[config.mk]
export PLATFORM = sky130hd
export DESIGN_NAME = life_host_seq
export DESIGN_NICKNAME = d
export VERILOG_FILES = /design/src/rtl/life_host_seq.sv
export SDC_FILE = /design/constraint.sdc
export NUM_CORES = 1
export LEC_CHECK = 0
export CORE_ASPECT_RATIO = 0.6
export CORE_UTILIZATION = 45
export DETAILED_ROUTE_END_ITERATION = 10
export GPL_ROUTABILITY_DRIVEN = 0
export PLACE_DENSITY = 0.85
export SLEW_MARGIN = 10
export SYNTH_ARGS = -nofsm -noshare
export SYNTH_HDL_FRONTEND = slang
export SYNTH_SLANG_ARGS = --single-unit
[constraint.sdc]
create_clock -name Clk -period 2.6 [get_ports Clk]
set_clock_uncertainty 0.2 [all_clocks]
set_input_delay 0.52 -clock Clk [delete_from_list [all_inputs] [get_ports Clk]]
set_output_delay 0.52 -clock Clk [all_outputs]
set_load 0.02 [all_outputs]
[src/rtl/life_host_seq.sv]
// Bus-master sequencer for a scan-chain Life array: load words, run N generations, poll, unload.
// Optional poll watchdog enabled by defining LIFE_HOST_SEQ_TIMEOUT_EN.
module life_host_seq #(
  parameter int                DWIDTH  = 32,
  parameter int                AWIDTH  = 8,
  parameter int                NWORDS  = 8,
  parameter int                CWIDTH  = 8,
  parameter logic [AWIDTH-1:0] CTRL_ID = 8'hF0,
  parameter logic [AWIDTH-1:0] SCAN_ID = 8'hF1
) (
  input  logic              Clk,
  input  logic              Reset,
  input  logic              Start,
  input  logic [CWIDTH-1:0] Generations,
  output logic              Busy,
  output logic              Done,
  input  logic [DWIDTH-1:0] LoadData,
  input  logic              LoadValid,
  output logic              LoadReady,
  output logic [DWIDTH-1:0] StoreData,
  output logic              StoreValid,
  input  logic              StoreReady,
  output logic              BusRD,
  output logic              BusWR,
  output logic [AWIDTH-1:0] BusAddr,
  output logic [DWIDTH-1:0] BusDataOut,
  input  logic [DWIDTH-1:0] BusDataIn,
  output logic              Error
);

  localparam int NCW = $clog2(NWORDS + 1);
  localparam logic [NCW-1:0] LAST_WORD = NCW'(NWORDS - 1);
  localparam logic [NCW-1:0] ALL_WORDS = NCW'(NWORDS);

  typedef enum logic [2:0] {IDLE, LOAD, RUN, POLL, UNLOAD, FINISH, ERR} state_t;

  state_t            state;
  logic [CWIDTH-1:0] gen_q;
  logic [NCW-1:0]    load_cnt;
  logic [NCW-1:0]    unload_cnt;

`ifdef LIFE_HOST_SEQ_TIMEOUT_EN
  localparam int POLL_LIMIT = (1 << CWIDTH) + 4;
  localparam logic [CWIDTH+1:0] POLL_LAST = (CWIDTH+2)'(POLL_LIMIT - 1);
  logic [CWIDTH+1:0] poll_cnt;
`else
  assign Error = 1'b0;
`endif

  assign LoadReady = (state == LOAD);

  always_ff @(posedge Clk) begin
    if (Reset) begin
      // NOTE: reset is sampled on the clock edge, so it lives inside the clocked block and wins over every branch below.
      state      <= IDLE;
      gen_q      <= '0;
      load_cnt   <= '0;
      unload_cnt <= '0;
      Busy       <= 1'b0;
      Done       <= 1'b0;
      StoreData  <= '0;
      StoreValid <= 1'b0;
      BusRD      <= 1'b0;
      BusWR      <= 1'b0;
      BusAddr    <= '0;
      BusDataOut <= '0;
`ifdef LIFE_HOST_SEQ_TIMEOUT_EN
      poll_cnt   <= '0;
      Error      <= 1'b0;
`endif
    end else begin
      // NOTE: non-blocking defaults make every strobe a one-cycle pulse unless a state re-asserts it.
      BusRD <= 1'b0;
      BusWR <= 1'b0;
      Done  <= 1'b0;

      case (state)
        IDLE: begin
          if (Start) begin
            gen_q      <= Generations;
            Busy       <= 1'b1;
            load_cnt   <= '0;
            unload_cnt <= '0;
            state      <= LOAD;
          end
        end

        LOAD: begin
          if (LoadValid) begin
            BusWR      <= 1'b1;
            BusAddr    <= SCAN_ID;
            BusDataOut <= LoadData;
            load_cnt   <= load_cnt + 1'b1;
            if (load_cnt == LAST_WORD) state <= (gen_q == '0) ? UNLOAD : RUN;
          end
        end

        RUN: begin
          BusWR      <= 1'b1;
          BusAddr    <= CTRL_ID;
          BusDataOut <= DWIDTH'(gen_q);
`ifdef LIFE_HOST_SEQ_TIMEOUT_EN
          poll_cnt   <= '0;
`endif
          state      <= POLL;
        end

        POLL: begin
          // BusRD high here means a control read is ending on this edge.
          if (BusRD && BusDataIn[CWIDTH-1:0] == '0) begin
            state <= UNLOAD;
`ifdef LIFE_HOST_SEQ_TIMEOUT_EN
          end else if (BusRD && poll_cnt == POLL_LAST) begin
            state <= ERR;
            Error <= 1'b1;
`endif
          end else begin
            BusRD   <= 1'b1;
            BusAddr <= CTRL_ID;
`ifdef LIFE_HOST_SEQ_TIMEOUT_EN
            if (BusRD) poll_cnt <= poll_cnt + 1'b1;
`endif
          end
        end

        UNLOAD: begin
          if (BusRD) begin
            StoreData  <= BusDataIn;
            StoreValid <= 1'b1;
            unload_cnt <= unload_cnt + 1'b1;
          end else if (StoreValid) begin
            if (StoreReady) begin
              StoreValid <= 1'b0;
              if (unload_cnt == ALL_WORDS) begin
                state <= FINISH;
              end else begin
                BusRD   <= 1'b1;
                BusAddr <= SCAN_ID;
              end
            end
          end else if (unload_cnt != ALL_WORDS) begin
            BusRD   <= 1'b1;
            BusAddr <= SCAN_ID;
          end
        end

        FINISH: begin
          Done  <= 1'b1;
          Busy  <= 1'b0;
          state <= IDLE;
        end

        ERR: ;

        default: state <= IDLE;
      endcase
    end
  end

endmodule

# After elaboration in Yosys (flattened, before gate mapping)
# Index checks and enable logic that the tools add are counted.
[totals]
register_bits = 96
in_bits = 77
out_inout_bits = 79
word_cells = 94
[classes]
addsub = 2
n_eq_ne = 22
n_mux = 40
bitwise_logic = 1
reduce_logical = 17
[ops]
columns = ["cell", "n"]
rows = [
  ["$pmux W32 S2", 1],
  ["$mux W8", 7],
  ["$mux W32", 1],
  ["$pmux W8 S4", 1],
  ["$mux W3", 9],
  ["$ne A2 B2 Y1 const B", 9],
  ["$pmux W3 S6", 1],
  ["$logic_not A8 Y1", 2],
  ["$pmux W4 S2", 2],
  ["$mux W1", 12],
  ["$mux W4", 3],
  ["$eq A3 B3 Y1 const B", 3],
  ["$ne A3 B3 Y1 const B", 3],
  ["$reduce_and A9 Y1", 1],
  ["$add A4 B1 Y4 const B", 2],
  ["$reduce_and A2 Y1", 4],
  ["$reduce_bool A2 Y1", 4],
  ["$reduce_and A7 Y1", 1],
  ["$eq A3 B2 Y1 const B", 2],
  ["$pmux W1 S2", 3],
  ["$reduce_and A3 Y1", 2],
  ["$eq A4 B3 Y1 const B", 1],
  ["$eq A4 B4 Y1 const B", 1],
  ["$ne A4 B4 Y1 const B", 1],
  ["other kinds (6)", 6],
]

# Longest topological paths before layout
[logic_depth]
depth_word = 6
mapped_depth = 6
ltp_nobuf = 6

# Worst setup path before layout
# No wires, ideal clock.
[synth_timing]
path_kind = "input -> register"
from = "in Reset"
to = "reg BusDataOut[18]"
setup_time_ns = 0.132
t_arrival_ns = 1.324
required_ns = 2.268
setup_slack_ns = 0.944
path_stages = 4
n_path_buf = 3
cell_sequence = "clkbuf_1 > clkbuf_1 > clkbuf_1 > a21oi_1"
[synth_rtl]
columns = ["element", "line", "text"]
rows = [
  ["from (decl)", "12", "input logic Reset,"],
  ["to (signal assigned)", "92", "BusDataOut <= LoadData;"],
  ["to (signal assigned)", "101", "BusDataOut <= DWIDTH'(gen_q);"],
  ["to (decl)", "26", "output logic [DWIDTH-1:0] BusDataOut,"],
]
# No word-level cell between the ends.

# Final worst setup path
[layout_timing]
from = "reg state[1]"
to = "out LoadReady"
[layout_via]
elab_chain_len = 1
[layout_lines]
columns = ["element", "line", "text"]
rows = [
  ["from (decl)", "37", "state_t state;"],
  ["from (signal assigned)", "94", "if (load_cnt == LAST_WORD) state <= (gen_q == '0) ? UNLOAD : RUN;"],
  ["$eq A3 B1 Y1", "50", "assign LoadReady = (state == LOAD);"],
  ["to (decl)", "19", "output logic LoadReady,"],
]
# Every way passes these cells.

==> flow_metrics.py <==
metrics = {
    "power": {
        "pwr-share-comb_pct": 33.4,
        "powerDensity_mw_per_mm2": 795,
        "peakVddDrop_uv": 525,
        "p_leak_uw": 0.00196,
        "internal_power_uw": 2860,
        "netSwitchingPower_uw": 1470,
        "p_seq_share_pct": 39.4,
        "swShare_pct": 33.9,
        "power_frac_clock_pct": 27.3,
    },
    "critical_path": {
        "cp_slowest_stage_delay_ns": 0.63,
        "startpoint_type": "flop",
        "crit_type": "reg -> out",
        "cp.arrival_ns": 1.67,
        "cp_data_required_time_ns": 1.88,
        "crit_chain": "nand2b_1, nor2_1, clkdlybuf4s50_1",
        "slowest_stage": "clkdlybuf4s50_1",
        "critical_path_peak_fanout": 5,
        "end_kind": "primary output",
    },
    "yosys": {
        "synthSimpleGateAreaFrac_pct": 26.8,
        "synthCells": 447,
        "yosysUniqueCellTypes": 43,
        "synth_ff_type": "dfxtp_1",
        "synthMuxAreaShare_pct": 0,
        "syn-cell-area_mm2": 0.00356,
        "seq_area_frac_synth_pct": 50.6,
        "yosysWarnings": 0,
        "synth-compound-area-share_pct": 14.1,
        "synth_edf_count": 0,
        "async_flop_share_pct": 0,
        "synth_adder_area_share_pct": 1.05,
        "synth_top_family_by_area": "simple AND/OR/NAND/NOR gates",
        "synthesis.area_per_instance_um2": 7.97,
        "ys_ff_latch": 90,
        "synth-xor-area-share_pct": 1.23,
    },
    "placement": {
        "place_hpwl_um": 7610,
        "dp_slack_ns": 0.121,
        "port_buffers": 151,
    },
    "die": {
        "start_util_pct": 47.8,
        "die-area_mm2": 0.00828,
        "coreArea_mm2": 0.00745,
        "die-height_um": 70.9,
        "fp-row-count": 24,
        "die_x_um": 117,
        "pin_count": 156,
    },
    "clock_network": {
        "clockBufferDepth": 2,
        "root_buffer": "clkbuf_16",
        "clk_pin_slew_worst_paths_ns": 0.06,
        "htree_num_levels": 3,
        "clock_latency_ns": 0.34,
        "clock-sinks": 90,
        "cts_buffers": 9,
        "postCtsHoldBufs": 0,
        "cts_setup_buffers": 0,
        "cts_tree": "done",
    },
    "timing": {
        "fmax_mhz": 419,
        "worst_pin_slew_ns": 0.565,
        "setup_viol": 0,
        "report.final.hold_viol_count": 0,
        "rsz0062_at_grt": "no",
        "worst_slack_ns": 0.212,
        "maxSlewViolCount": 0,
        "finalSetupTns_ns": 0,
        "fin_crit_sh_pct": 91.9,
        "min_period_ns": 2.39,
        "relSlewSlack_pct": 62.3,
    },
    "finish": {
        "seq_area_mm2": 0.00180,
        "area_growth_pct": 52.6,
        "final_core_util_pct": 73.0,
        "nets": 667,
        "multiInputGateArea_mm2": 0.00158,
        "fillCellCount": 552,
        "drive_gt1_share_pct": 6.26,
        "diodes": 0,
    },
    "global_routing": {
        "grt_usage_pct": 25.4,
        "antenna_found_initial": 0,
        "grt_pass1_wl_um": 16200,
        "grt_pass1_vias": 3412,
        "grt_max_degree": 35,
        "grt-ovfl-total": 0,
    },
    "drt": {
        "route.vias.total": 3564,
        "drt_iter0_drc": 192,
        "drt-wirelength-per-cell_um": 14.9,
        "wirelength_um": 10400,
        "drcViolationCount": 0,
        "firstDrtPassIters": 5,
        "drt-vias-per-instance": 5.13,
        "detail-route-antenna-nets": 0,
    },
    "run": {
        "drv_cap": 0,
    },
    "status": {
        "status": "finished, final reports clean",
    },
    "min_path": {
        "hp-class": "reg -> reg",
    },
}
[worst max-delay path: cells and delay by family, from the launching register on]
family | cells | cell delay [ns]
and+or+nand+nor | 2 | 0.34
DFF | 1 | 0.36
buffers and inverters | 1 | 0.63
[stage by stage]
step | hold slack (ns) | instance area [um^2] | total power [uW] | std cells
after floorplan | 0.244 | 3570 | 2540 | 450
after global placement | 0.241 | 5160 | 3120 | 680
after detailed placement | 0.246 | 5160 | 3160 | 680
after CTS | 0.255 | 5430 | 4350 | 695
after global routing | 0.273 | 5430 | 4540 | 695
final | 0.253 | 5430 | 4320 | 695
[state kept, by name, summed over array words and instances, names as in the netlist, 2 cells and up]
name and count:
load_cnt 4, BusDataOut 32, gen_q 8, BusAddr 2, state 3, unload_cnt 4, StoreData 32
[power groups by stage]
| stage | Combinational, uW | Clock (uW) | Sequential, uW |
|---|---|---|---|
| after floorplan | 695 | 0 | 1850 |
| after global placement | 1400 | 0 | 1710 |
| after detailed placement | 1440 | 0 | 1720 |
| after CTS | 1450 | 1200 | 1700 |
| after global routing | 1570 | 1250 | 1720 |
| final | 1440 | 1180 | 1700 |
[cells by family after synthesis]
family	Yosys count
xor+xnor	5
fa+ha+maj	3
other cells	1
flops	90
simple gates	213
compound gates	90
buf+inv	45
[layout make-up]
cell class	count	share of cell area, %
tap	104	2.39
inverter	5	0.345
clock inverter	6	0.783
multi-input combinational	315	29.1
clock buffer	9	4.14
timing repair buffer	166	30.0
sequential	90	33.2
[worst paths after layout]
kind                            depth (start not counted)            end  slack [ns]          from
worst max register to register                          5  BusDataOut[3]        0.50      state[2]
worst max-delay path                                    3      LoadReady        0.21      state[1]
worst min register to register                          2   StoreData[4]        0.25  StoreData[4]
worst min-delay path                                    2   StoreData[4]        0.25  StoreData[4]
[cells in the mapped netlist, types with 2 or more instances]
master / instances / area share (%)
a211o_1: 2 / 0.49
a21oi_1: 73 / 10
a22oi_1: 2 / 0.42
buf_2: 18 / 2.5
buf_4: 7 / 1.5
clkbuf_1: 15 / 1.6
dfxtp_1: 90 / 51
ha_1: 3 / 1.1
inv_1: 5 / 0.53
nand2_1: 121 / 13
nand2b_1: 2 / 0.35
nand3_1: 14 / 2.0
nand3b_1: 2 / 0.42
nand4_1: 2 / 0.35
nand4bb_1: 2 / 0.63
nor2_1: 39 / 4.1
nor2b_1: 2 / 0.35
nor3_1: 6 / 0.84
nor4_1: 10 / 1.8
nor4bb_1: 2 / 0.56
o21ai_0: 2 / 0.28
or3b_1: 2 / 0.49
or4_1: 2 / 0.42
xor2_1: 5 / 1.2
[what timing repair did]
action / in CTS / in global routing
gates resized for setup: 0 / 1
endpoints found under the setup margin: 0 / 1
hold endpoints to repair: 0 / 0
[routing by layer]
layer | wire, um | GRT usage [%] | vias up
li1 | - | - | 1774
met5 | 0 | 0 | -
met3 | 935 | 9.68 | 13
met2 | 4920 | 42.9 | 138
met4 | 105 | 7.88 | 0
met1 | 4410 | 30.0 | 1639
[cells in the final DEF, fill, tap and decap left out, drive strengths merged, types with 3 or more instances in the layout]
master / count
clkdlybuf4s50: 150
nand2: 122
dfxtp: 90
a21oi: 73
nor2: 39
buf: 16
nand3: 14
nor4: 10
clkbuf: 9
nor3: 6
inv: 6
xor2: 5
conb: 4
ha: 3
o21ai: 3
clkinv: 3
(Power assumes the default switching activity.)
==> RTL change 1: new RTL, same flow settings <==
Set the parameter `AWIDTH` to 10 (it was 8).
--- a/src/rtl/life_host_seq.sv
+++ b/src/rtl/life_host_seq.sv
@@ -4,3 +4,3 @@
   parameter int                DWIDTH  = 32,
-  parameter int                AWIDTH  = 8,
+  parameter int                AWIDTH  = 10,
   parameter int                NWORDS  = 8,
Interface: changed (resized BusAddr); port bits go from 156 to 158. The function was not compared with the original's and may differ.
==> RTL change 1 against the unedited design <==
Wire length shrank 2.3%. Worst setup slack lost 0.019 ns. Via count grew 1.3%. Area after synthesis grew 0.42%. Power grew 5.6%. Combinational power grew 3%. Sequential cell count is the same. Design area grew 0.90%. Largest power group unchanged.
==> RTL change 1: results (changes against the unedited design) <==
* Worst vdd ir at 0.000495 V (was 0.000525 V)
* Worst-Skew Late Latency at 0.33 ns
* End of the worst register-to-register path: StoreData[9] (was BusDataOut[3])
* R2R depth at 5 (unchanged)
* Fill cells at 562 (was 552)
* N_diodes at 0 (unchanged)
* Num CTS Buffers at 9 (unchanged)
* DR WL/cell at 14.5 um (was 14.9 um)
* Worst-path fanout max at 13 (was 5)
* Vias/cell at 5.18 (was 5.13)
* Worst-Margin Slew at 0.506 ns (was 0.565 ns)
* Crit path DAT at 1.69 ns (was 1.67 ns)
* Clk root buf: clkbuf_16 (unchanged)
* Mux cell area share after synthesis at 0 (unchanged)
* Reg2reg start: state[2] (unchanged)
* Status: finished, final reports clean (unchanged)
* Critical path's slowest cell: dfxtp_1 (was clkdlybuf4s50_1)
* Most used DFF post-synth: dfxtp_1 (unchanged)
* Buffers on Ports at 151 (unchanged)
* Initial DRC Count at 315 (was 192)
* XOR/XNOR Fraction of Synth Area at 0.0122 (was 0.0123)
* Share of cells above drive strength 1 at 0.0590 (was 0.0626)
* Synth warn at 0 (unchanged)
* Registers with the most flip-flops: BusDataOut: 32 flops, StoreData: 32 flops, gen_q: 8 flops (unchanged)
* Register area share after synthesis at 0.504 (was 0.506)
* Hold endpoint: BusDataOut[31] (was StoreData[4])
* Hold depth at 2 (unchanged)
* First-pass GRT wire length at 15800 um (was 16200 um)
* Adder-cell share of the synthesized area at 0.0105 (about the same)
* R2r setup slk at 0.39 ns (was 0.50 ns)
* P_leak at 1.99 nW (was 1.96 nW)
* Crit path time final at 2.41 ns (was 2.39 ns)
* GR Util All Layers at 0.249 (was 0.254)
* Post-synthesis compound-gate area fraction at 0.140 (was 0.141)
* Pre-CTS setup slack at 0.254 ns (was 0.121 ns)
* Pin count of the biggest net entering global routing at 41 (was 35)
* Clock Tree Buf Depth at 2 (unchanged)
* Post-layout net count at 668 (was 667)
* Critical path's top delay family: flip-flops (was buffers and inverters)
* Vias in the first global route at 3331 (was 3412)
* Post-DP HPWL at 7290 um (was 7610 um)
* Leading post-synthesis cells by cell area: dfxtp_1 (50%), nand2_1 (13%), a21oi_1 (10%) (was dfxtp_1 (51%), nand2_1 (13%), a21oi_1 (10%))
* Htree depth at 3 (unchanged)
* Worst hold start: BusDataOut[31] (was StoreData[4])
RTL change 1: changes by cell type after synthesis, sizes merged:
cell	change
buf	+2
RTL change 1: layout make-up:
cell class	instances	share of cell area
Multi-Input combinational cell	317	0.290
Timing Repair Buffer	165	0.294
Tap cell	104	0.0237
Sequential cell	90	0.329
Clock buffer	12	0.0468
Inverter	5	0.00342
Clock inverter	4	0.0135
RTL change 1: worst max-delay path by stage:
stage                             from        endpoint
after floorplan                  Reset  BusDataOut[18]
after global placement    BusDataIn[3]      BusAddr[0]
after detailed placement     LoadValid  BusDataOut[29]
after CTS                     state[2]       LoadReady
after global routing          state[2]       LoadReady
final                         state[2]       LoadReady
RTL change 1: metrics by stage:
stage          total power [mW]  instance area (um^2)  hold slack (ns)  std cells
2_1_floorplan              2.55                  3590            0.244        454
3_3_place_gp               3.13                  5150            0.241        681
3_5_place_dp               3.16                  5150            0.246        681
4_1_cts                    4.58                  5480            0.255        697
5_1_grt                    4.79                  5480            0.263        697
6_report                   4.56                  5480            0.253        697
RTL change 1: per-layer routing:
metal / share of wire / global-route usage / vias up / wire [um]
li1: - / - / 1764 / -
met1: 0.42 / 0.303 / 1669 / 4270
met2: 0.46 / 0.401 / 162 / 4690
met3: 0.10 / 0.0985 / 16 / 1030
met4: 0.015 / 0.0886 / 0 / 148
met5: 0 / 0 / - / 0
RTL change 1: power by group:
part           internal, mW  total [mW]  switching [mW]
Clock                 0.894        1.40           0.506
Combinational         0.654        1.48           0.821
Sequential             1.56        1.69           0.131
Total                  3.11        4.56            1.46
RTL change 1: tightest hold or removal path, cell delays in order, from the launching register on:
cell	delay (ns)
dfxtp_1	0.31
nand2_1	0.05
a21oi_1	0.05
RTL change 1: cells by family after synthesis:
family	Yosys count
XOR/XNOR	5
AND/OR/NAND/NOR	213
adder cells (fa/ha/maj)	3
buffers and inverters	47
other	1
flip-flops	90
AO/OA/AOI/OAI	90
==> RTL change 2: new RTL, config.mk and constraints unchanged <==
Made on the original files. Re-encode `state_t` (7 states) as one-hot, 7 bits wide.
--- a/src/rtl/life_host_seq.sv
+++ b/src/rtl/life_host_seq.sv
@@ -34,3 +34,3 @@
 
-  typedef enum logic [2:0] {IDLE, LOAD, RUN, POLL, UNLOAD, FINISH, ERR} state_t;
+  typedef enum logic [6:0] {IDLE = 7'b0000001, LOAD = 7'b0000010, RUN = 7'b0000100, POLL = 7'b0001000, UNLOAD = 7'b0010000, FINISH = 7'b0100000, ERR = 7'b1000000} state_t;
 
Function: same outputs for any inputs over 10 cycles, from zero or initial values and one cycle with Reset high; not proved beyond that.
==> RTL change 2 against the unedited design <==
Sequential cell count grew 3. First-iteration DRC count is 36% higher. Core utilization down 1.8 points. Area after synthesis increased by 4.9%. Design area increased by 4.0%. Worst setup slack better by 0.11 ns. Wire length up 4.7%.
Power is not compared: it rests on default switching activity, and its combinational part moved more than twofold at a synthesized area within 25%.
==> RTL change 2: results (changes against the unedited design) <==
* Status: finished, final reports clean (unchanged)
* Vias in the first global route at 3572 (was 3412)
* Drt pass-1 iters at 5 (unchanged)
* Placed cell count at 696 (was 680)
* Pre-CTS setup slack at 0.165 ns (was 0.121 ns)
* Synth async-reset ratio at 0 (unchanged)
* Fill cells at 612 (was 552)
* Top cells by count, synth: nand2_1 (126), dfxtp_1 (93), a21oi_1 (75), nand3_1 (33), clkbuf_1 (24) (was nand2_1 (121), dfxtp_1 (90), a21oi_1 (73), nor2_1 (39), buf_2 (18))
* Registers with the most flip-flops: BusDataOut: 32 flops, StoreData: 32 flops, gen_q: 8 flops (unchanged)
* Hold Crit Class: reg -> reg (unchanged)
* Worst stage delay on the critical path at 0.69 ns (was 0.63 ns)
* Post-DP HPWL at 7820 um (was 7610 um)
* Final wirelength at 10900 um (was 10400 um)
* GR Util All Layers at 0.258 (was 0.254)
* Synth warn at 0 (unchanged)
* Worst-path clk slew at 0.06 ns (about the same)
* Worst vdd ir at 0.000404 V
* Clk root buf: clkbuf_16 (unchanged)
* R2R depth at 6 (was 5)
* DR WL/cell at 15.2 um (was 14.9 um)
* DR vias at 3670 (was 3564)
* Register area share after synthesis at 0.498 (was 0.506)
* Worst-Skew Late Latency at 0.33 ns
* Worst-path fanout max at 11 (was 5)
* Crit path DAT at 1.56 ns (was 1.67 ns)
* Critical path's slowest cell: clkdlybuf4s50_1 (unchanged)
* Share of cells above drive strength 1 at 0.0596 (was 0.0626)
* Synth unique cells at 39 (was 43)
* Worst-Margin Slew at 0.616 ns (was 0.565 ns)
* Clock Tree Buf Depth at 2 (unchanged)
* Critical path's top delay family: buffers and inverters (unchanged)
* N_diodes at 0 (unchanged)
* First-pass GRT wire length at 17500 um (was 16200 um)
* Leading post-synthesis cells by cell area: dfxtp_1 (50%), nand2_1 (13%), a21oi_1 (10%) (was dfxtp_1 (51%), nand2_1 (13%), a21oi_1 (10%))
* Htree depth at 3 (unchanged)
* Initial DRC Count at 261 (was 192)
* Post-layout net count at 679 (was 667)
* Initial antenna violation count at 0 (unchanged)
* Hold depth at 2 (unchanged)
* Pin count of the biggest net entering global routing at 37 (was 35)
* Syn Inst Count at 461 (was 447)
RTL change 2: changes by cell type in the layout (fill, tap and decap cells not counted), moves of 3 or more:
cell and delta:
nor2_1 -26, nand3_1 +19, a311oi_1 +9, nor4_1 -7, and3_1 +5, nand2_1 +5, clkbuf_8 +4, nand3b_1 +4
nand4_1 +4, dfxtp_1 +3
RTL change 2: metrics by stage:
step	utilization	hold WS, ns	instance area (um^2)
2_1_floorplan	-	0.249	3750
3_3_place_gp	0.670	0.242	5330
3_5_place_dp	0.670	0.247	5330
4_1_cts	0.711	0.254	5650
5_1_grt	0.711	0.275	5650
6_report	0.711	0.252	5650
RTL change 2: layer usage:
layer  vias to the layer above  GRT usage  share of wire
met5                         -          0              0
met2                       139      0.407           0.47
met3                        10     0.0936          0.092
met1                      1683      0.335           0.43
li1                       1838          -              -
met4                         0     0.0722         0.0079
RTL change 2: final cells by class:
| class | count | area share |
|---|---|---|
| sequential | 93 | 0.330 |
| multi-input combinational | 323 | 0.294 |
| timing repair buffer | 166 | 0.291 |
| clock buffer | 14 | 0.0502 |
| tap | 108 | 0.0239 |
| clock inverter | 2 | 0.00686 |
| inverter | 6 | 0.00398 |
RTL change 2: logic make-up after synthesis:
logic type,count (synthesis),synth area share
buffers and inverters,48,0.0593
adder cells (fa/ha/maj),3,0.0101
XOR/XNOR,5,0.0117
other,1,0.00100
AO/OA/AOI/OAI,94,0.144
flip-flops,93,0.498
AND/OR/NAND/NOR,217,0.275
RTL change 2: final timing paths:
path / start / to / slack, ns
hold reg to reg: StoreData[17] / StoreData[17] / 0.25
setup / recovery: BusRD / BusRD / 0.32
setup reg to reg: state[4] / StoreData[0] / 0.48
hold / removal: StoreData[17] / StoreData[17] / 0.25
RTL change 2: power breakdown:
part / leakage [nW] / switching [mW] / total [mW] / internal [mW]
sequential: 0.751 / 0.0183 / 1.46 / 1.45
clock: 0.159 / 0.510 / 1.36 / 0.852
combinational: 1.08 / 0.124 / 0.283 / 0.158
RTL change 2: what timing repair did:
action,CTS,global route
hold endpoints to repair,0,0
resized for setup,0,2
setup endpoints to repair,0,1
